<file path="src/rtl/risc_pkg.sv">
// Shared RISC constants: word/address widths, opcode field and encodings.
// Pure definitions; no timing or flow-control behaviour.
package risc_pkg;

    localparam int AW      = 5;
    localparam int IW      = 13;
    localparam int OPC_MSB = 12;
    localparam int OPC_LSB = 9;

    localparam logic [IW-1:0] NOP = 13'h0000;

    typedef enum logic [3:0] {
        OP_NOP = 4'd0,
        OP_ADD = 4'd1,
        OP_SUB = 4'd2,
        OP_AND = 4'd3,
        OP_OR  = 4'd4,
        OP_XOR = 4'd5,
        OP_NOT = 4'd6,
        OP_LDI = 4'd7,
        OP_LD  = 4'd8,
        OP_ST  = 4'd9,
        OP_JMP = 4'd10,
        OP_JZ  = 4'd11,
        OP_ROR = 4'd12,
        OP_ROL = 4'd13
    } opcode_t;

    typedef enum logic [1:0] {
        LD_IDLE = 2'd0,
        LD_LOAD = 2'd1,
        LD_DONE = 2'd2
    } ld_state_t;

    function automatic logic [3:0] opcode_of(input logic [IW-1:0] instr);
        return instr[OPC_MSB:OPC_LSB];
    endfunction

endpackage

</file>
<file path="src/rtl/risc_imem_if.sv">
// Fetch + loader bundle between the instruction memory and its clients.
// Loader uses valid/ready; fetch is a plain combinational address/data pair.
interface risc_imem_if;
    import risc_pkg::*;

    logic [AW-1:0] pc;
    logic [IW-1:0] instruction;
    logic          ld_start;
    logic          ld_valid;
    logic [IW-1:0] ld_data;
    logic          ld_last;
    logic          ld_ready;
    logic          ld_done;
    logic          busy;
    logic [AW:0]   ld_count;

    modport slave (
        input  pc, ld_start, ld_valid, ld_data, ld_last,
        output instruction, ld_ready, ld_done, busy, ld_count
    );

    modport master (
        output pc, ld_start, ld_valid, ld_data, ld_last,
        input  instruction, ld_ready, ld_done, busy, ld_count
    );
endinterface

</file>
<file path="src/rtl/risc_imem_loader.sv">
// Load sequencer: IDLE/LOAD/DONE FSM producing sequential write strobes from address 0.
// Ready only in LOAD; ld_valid low stalls indefinitely; terminates on ld_last or top address.
module risc_imem_loader #(
    parameter int AW    = 5,
    parameter int DEPTH = 32
) (
    input  logic          clk,
    input  logic          rst_n,
    input  logic          ld_start_i,
    input  logic          ld_valid_i,
    input  logic          ld_last_i,
    output logic          we_o,
    output logic [AW-1:0] waddr_o,
    output logic          busy_o,
    output logic          ld_ready_o,
    output logic          ld_done_o,
    output logic [AW:0]   ld_count_o
);
    import risc_pkg::*;

    ld_state_t     state_q, state_d;
    logic [AW-1:0] addr_q, addr_d;
    logic [AW:0]   count_q, count_d;

    always_ff @(posedge clk or negedge rst_n) begin
        if (!rst_n) begin
            state_q <= LD_IDLE;
            addr_q  <= '0;
            count_q <= '0;
        end else begin
            state_q <= state_d;
            addr_q  <= addr_d;
            count_q <= count_d;
        end
    end

    always_comb begin
        state_d    = state_q;
        addr_d     = addr_q;
        count_d    = count_q;
        we_o       = 1'b0;
        busy_o     = 1'b0;
        ld_ready_o = 1'b0;
        ld_done_o  = 1'b0;
        unique case (state_q)
            LD_IDLE: begin
                if (ld_start_i) begin
                    state_d = LD_LOAD;
                    addr_d  = '0;
                    count_d = '0;
                end
            end
            LD_LOAD: begin
                busy_o     = 1'b1;
                ld_ready_o = 1'b1;
                if (ld_valid_i) begin
                    we_o    = 1'b1;
                    addr_d  = addr_q + 1'b1;
                    count_d = count_q + 1'b1;
                    // The top word ends the load so the counter never wraps onto word 0.
                    if (ld_last_i || (addr_q == AW'(DEPTH - 1))) begin
                        state_d = LD_DONE;
                    end
                end
            end
            LD_DONE: begin
                ld_done_o = 1'b1;
                state_d   = LD_IDLE;
            end
            default: state_d = LD_IDLE;
        endcase
    end

    assign waddr_o    = addr_q;
    assign ld_count_o = count_q;

endmodule

</file>
<file path="src/rtl/risc_imem.sv">
// Instruction memory: flop array with zero-latency fetch, written through the loader port.
// Fetch returns NOP while a load is in flight; loader backpressure comes from risc_imem_loader.
module risc_imem #(
    parameter int AW    = risc_pkg::AW,
    parameter int DEPTH = 32,
    parameter int IW    = risc_pkg::IW
) (
    input  logic        clk,
    input  logic        rst_n,
    risc_imem_if.slave  bus
);
    import risc_pkg::*;

    logic [IW-1:0] mem_q [DEPTH];
    logic          we;
    logic [AW-1:0] waddr;
    logic          busy;

    risc_imem_loader #(
        .AW    (AW),
        .DEPTH (DEPTH)
    ) u_loader (
        .clk        (clk),
        .rst_n      (rst_n),
        .ld_start_i (bus.ld_start),
        .ld_valid_i (bus.ld_valid),
        .ld_last_i  (bus.ld_last),
        .we_o       (we),
        .waddr_o    (waddr),
        .busy_o     (busy),
        .ld_ready_o (bus.ld_ready),
        .ld_done_o  (bus.ld_done),
        .ld_count_o (bus.ld_count)
    );

    always_ff @(posedge clk or negedge rst_n) begin
        if (!rst_n) begin
            for (int i = 0; i < DEPTH; i++) begin
                mem_q[i] <= NOP;
            end
        end else if (we) begin
            mem_q[waddr] <= bus.ld_data;
        end
    end

    // Masking during a load keeps the fetch unit from seeing a half-written program.
    assign bus.instruction = busy ? NOP : mem_q[bus.pc];
    assign bus.busy        = busy;

endmodule

</file>
<file path="src/flat_wrapper.sv">
// flat-port wrapper written by rule: the top's interface ports become plain ports
module risc_imem_flat import risc_pkg::*;
#(
    parameter int AW    = risc_pkg::AW,
    parameter int DEPTH = 32,
    parameter int IW    = risc_pkg::IW
)
  (clk, rst_n, bus_pc, bus_ld_start, bus_ld_valid, bus_ld_data, bus_ld_last, bus_instruction, bus_ld_ready, bus_ld_done, bus_busy, bus_ld_count);
  risc_imem_if bus_i ();
  input  logic clk;
  input  logic rst_n;
  input wire logic [$bits(bus_i.pc)-1:0] bus_pc;
  input wire logic [$bits(bus_i.ld_start)-1:0] bus_ld_start;
  input wire logic [$bits(bus_i.ld_valid)-1:0] bus_ld_valid;
  input wire logic [$bits(bus_i.ld_data)-1:0] bus_ld_data;
  input wire logic [$bits(bus_i.ld_last)-1:0] bus_ld_last;
  output wire logic [$bits(bus_i.instruction)-1:0] bus_instruction;
  output wire logic [$bits(bus_i.ld_ready)-1:0] bus_ld_ready;
  output wire logic [$bits(bus_i.ld_done)-1:0] bus_ld_done;
  output wire logic [$bits(bus_i.busy)-1:0] bus_busy;
  output wire logic [$bits(bus_i.ld_count)-1:0] bus_ld_count;
  assign bus_i.pc = bus_pc;
  assign bus_i.ld_start = bus_ld_start;
  assign bus_i.ld_valid = bus_ld_valid;
  assign bus_i.ld_data = bus_ld_data;
  assign bus_i.ld_last = bus_ld_last;
  assign bus_instruction = bus_i.instruction;
  assign bus_ld_ready = bus_i.ld_ready;
  assign bus_ld_done = bus_i.ld_done;
  assign bus_busy = bus_i.busy;
  assign bus_ld_count = bus_i.ld_count;
  risc_imem #(.AW(AW), .DEPTH(DEPTH), .IW(IW)) u_core (.clk(clk), .rst_n(rst_n), .bus(bus_i));
endmodule
</file>
<file path="config.mk">
export PLATFORM = sky130hd
export DESIGN_NAME = risc_imem_flat
export DESIGN_NICKNAME = d
export VERILOG_FILES = /design/src/rtl/risc_pkg.sv /design/src/rtl/risc_imem_if.sv /design/src/rtl/risc_imem_loader.sv /design/src/rtl/risc_imem.sv /design/src/flat_wrapper.sv
export SDC_FILE = /design/constraint.sdc
export NUM_CORES = 1
export LEC_CHECK = 0
export CELL_PAD_IN_SITES_DETAIL_PLACEMENT = 0
export CELL_PAD_IN_SITES_GLOBAL_PLACEMENT = 1
export CORE_MARGIN = 5
export CORE_UTILIZATION = 39
export DETAILED_ROUTE_END_ITERATION = 7
export PLACE_DENSITY_LB_ADDON = 0.1
export RECOVER_POWER = 25
export SYNTH_ARGS = -nofsm -noshare
export SYNTH_HDL_FRONTEND = slang
export SYNTH_SLANG_ARGS = --single-unit
</file>
<file path="constraint.sdc">
create_clock -name clk -period 1.8 [get_ports clk]
set_input_delay 0.27 -clock clk [delete_from_list [all_inputs] [get_ports clk]]
set_output_delay 0.27 -clock clk [all_outputs]
set_load 0.01 [all_outputs]
</file>
==> impl_results.md <==
- Post-DRT Antenna Nets: 0
- Arrival time at the worst endpoint: 2.20 ns
- Reg2Reg Setup Slack: -0.36 ns
- WL final: 59.7 mm
- Maximum single-stage delay on the critical path: 0.53 ns
- Cell total after placement: roughly 2000
- Startpoint types: flop
- Via count: 11900
- Post-layout total power: approximately 0.027 W
- Synth Flop Type: dfrtp_1
- Violated checks: capacitance limit, slew limit, setup timing
- Floorplan die area: 0.0555 mm2
- Syn_nets: 1311
- Share of flip-flops with an asynchronous set or reset after synthesis: 1.00
- Count of cell types in the netlist: 45
- CTS tree: built
- Max-cap check violation count: 1
- Number of warnings reported in the yosys synthesis log: 0
- Antenna cell count: 0
- I/O pin cnt: 45
- Maximum fanout along the worst path: 2
- Leakage power: 12.2 nW
- Master of the slowest instance on the critical path: mux4_2
- Largest area contributor in the synthesized netlist: dfrtp_1
- Port Buffers: 44
- Origin of the worst min-delay path: bus_ld_last
- RSZ-0062 raised after global routing: true
- Global Route Usage Sum: 0.204
- Drt first pass iters: 5
- Clock tree sinks: 429
- Post-Route Hold Slack: 0.446 ns
- Max Clock Freq: 405 MHz
- Final core utilization: 0.520
- Worst path required time: ~1.5 ns
- Power density relative to cell area: 1040 mW/mm2
- Signed area change from the synthesized netlist to the final layout: 31.5%
- CTS H-tree depth: 2
- Setup violation total in the final timing report: 419
- Max_slew headroom: -0.0798
- Ratio of routed vias to standard cells: 5.49
- Die width: 236 um
- Global route total overflow: 0
- Initial core utilization: 0.395
- Clock root buffer master: clkbuf_16
- Number of global-route vias before repair: 12900
- Fraction of the cycle the final worst path needs: 1.37
- Worst r2r src: u_core.u_loader.state_q[1]
- Kind of critical path: flop to output port
- Clk_skew: between 0.015 and 0.02 ns
- Cell Area, Synth: 0.0199 mm2
- Status: complete, but fails checks
- Critical path cell sequence: mux4_2 -> mux2i_2 -> buf_4 -> a221o_1 -> a31oi_2 -> buf_2
- Floorplan core area: about 0.05 mm2
- Gp weighted congestion: 0.780
- Final HPWL from detailed placement: 33.9 mm
- Global-route wire length before repair: 86.1 mm
- Critical path buffer and inverter count: 2
- Crit end category: output port
- Max-slew violation total from the final report: 41
- Clk slew on worst S/H paths: 0.06 ns
- Family of cells with the greatest summed delay on the critical path: multiplexers
- Top area cells in the synthesized netlist: dfrtp_1 (54%), mux2_2 (23%), mux4_2 (9.8%), mux2i_1 (2.7%), buf_4 (1.2%)
- Hold violation total from the final report: 0
- Antenna violations before repair: 0
- Placement row count: slightly above 80
- Most used cells in the layout excluding fill and tap cells: dfrtp_1 (425), mux2_2 (209), mux2_4 (207), mux4_2 (90), buf_4 (88)
- Number of synthesized flops with an enable pin: 0
- Syn_area_per_cell: 15.5 um2
- Shortest clock period the worst path allows after layout: 2.47 ns
- Die Span Y: approximately 240 um
- Sequential-to-total area share from yosys stat: 0.541
- Post-layout net count: between 1000 and 1500
- Area fraction of the dominant cell type after synthesis: 0.541
- Buffer depth of the longest clock path: 3
- Worst-Margin Slew: 1.62 ns
- Number of remaining DRC errors: 0
- Path type of the worst min-delay path: primary input to flop
- Instance area at placement: 0.0222 mm2
- Fin area: 0.0261 mm2
- Clock latency at the later pin of the worst-skew pair: ~0.6 ns
- Violation count after the first detailed-routing iteration: a little over 700
- Commonest non-fill, non-tap cell in the layout: dfrtp_1
- Peak supply drop: 0.588 mV
- Detailed-route wire length per cell: 27.5 um
- Maximum number of pins on one net before global-route repair: 55
- Synthesized netlist cell count: 1282
- Final worst-path setup slack: -0.671 ns
- Share of layout cells above drive strength 1: 0.589
- Post-synthesis sequential element count: 429
- Layout Cells excl Fill: about 2200
- Cts bufs inserted: 48
- Critical path launch point: u_core.mem_q[219]
synthesized netlist by cell type (3+ instances only):
| cell type | number |
|---|---|
| nor2_1 | 28 |
| mux2_2 | 413 |
| a221o_1 | 13 |
| o2111ai_1 | 5 |
| mux2_4 | 3 |
| a31oi_1 | 13 |
| dfrtp_1 | 429 |
| a22oi_1 | 13 |
| o21ai_0 | 12 |
| and2_1 | 4 |
| mux2i_1 | 53 |
| clkbuf_1 | 48 |
| buf_6 | 8 |
| buf_1 | 3 |
| mux4_2 | 86 |
| nor3b_1 | 3 |
| ha_1 | 6 |
| nand2_4 | 4 |
| nor2b_1 | 3 |
| xnor2_1 | 5 |
| nand3_1 | 5 |
| buf_12 | 3 |
| nor3b_2 | 3 |
| buf_2 | 21 |
| nand2_1 | 30 |
| nand3b_1 | 3 |
| buf_4 | 32 |
| mux4_1 | 5 |
| a221oi_1 | 8 |
cells by family after synthesis:
family | count (synthesis) | synth area share
muxes | 560 | 0.367
DFF | 429 | 0.541
buffers and inverters | 120 | 0.0358
and+or+nand+nor | 94 | 0.0248
AOI/OAI and AO/OA | 67 | 0.0252
xor gates and xnor gates | 6 | 0.00265
adders and majority gates | 6 | 0.00378
through the flow:
| stage | setup slack (ns) | setup TNS [ns] |
|---|---|---|
| after floorplan | 0.00126 | 0 |
| after global placement | -1.30 | -132.81 |
| after detailed placement | -1.34 | -133.70 |
| after CTS | -0.719 | -157.14 |
| after global routing | -0.749 | -128.05 |
| final | -0.671 | -84.82 |
worst paths after layout:
check,end,depth (start not counted)
min reg2reg,u_core.mem_q[330],1
max,bus_instruction[11],6
min,u_core.u_loader.state_q[1],3
max in group asynchronous,u_core.mem_q[125],3
min in group asynchronous,u_core.mem_q[195],2
max reg2reg,u_core.mem_q[156],10
tightest hold or removal path, stage by stage:
cell	delay [ns]
clkdlybuf4s50_1	0.42
o21ai_0	0.23
nor3b_1	0.06
registers in the layout, indices dropped and copies added (netlist names):
register,cells
u_core.mem_q,416
u_core.u_loader.ld_count_o,6
u_core.u_loader.state_q,2
u_core.u_loader.waddr_o,5
report_power, final:
part / switching [W] / internal [W] / total (W)
combinational: 0.00260 / 0.00321 / 0.00581
clock: 0.00406 / 0.00589 / 0.00994
sequential: 0.000599 / 0.0107 / 0.0113
timing repair:
| action | CTS | global route |
|---|---|---|
| endpoints found under the setup margin | 437 | 440 |
| gates resized for setup | 270 | 195 |
| gates cloned | 15 | 12 |
| hold buffers | 1 | 0 |
| endpoints found under the hold margin | 30 | 0 |
| pin swaps | 17 | 22 |
| setup buffers | 32 | 24 |
layer usage:
layer,global-route usage,up-vias,routed length (um)
li1,-,5141,-
met1,0.305,6532,29300
met2,0.319,187,27400
met3,0.0282,71,1830
met4,0.0517,0,1120
met5,0,-,0
final cells by class:
class,instances,area [um2]
clock buffers,72,1420
clock inverters,15,169
fillers,4207,24200
inverters,3,11.3
multi-input cells,737,9830
flip-flops and latches,429,10700
well taps,672,841
repair buffers,245,3100
No activity file was read; power rests on OpenSTA's default activity.
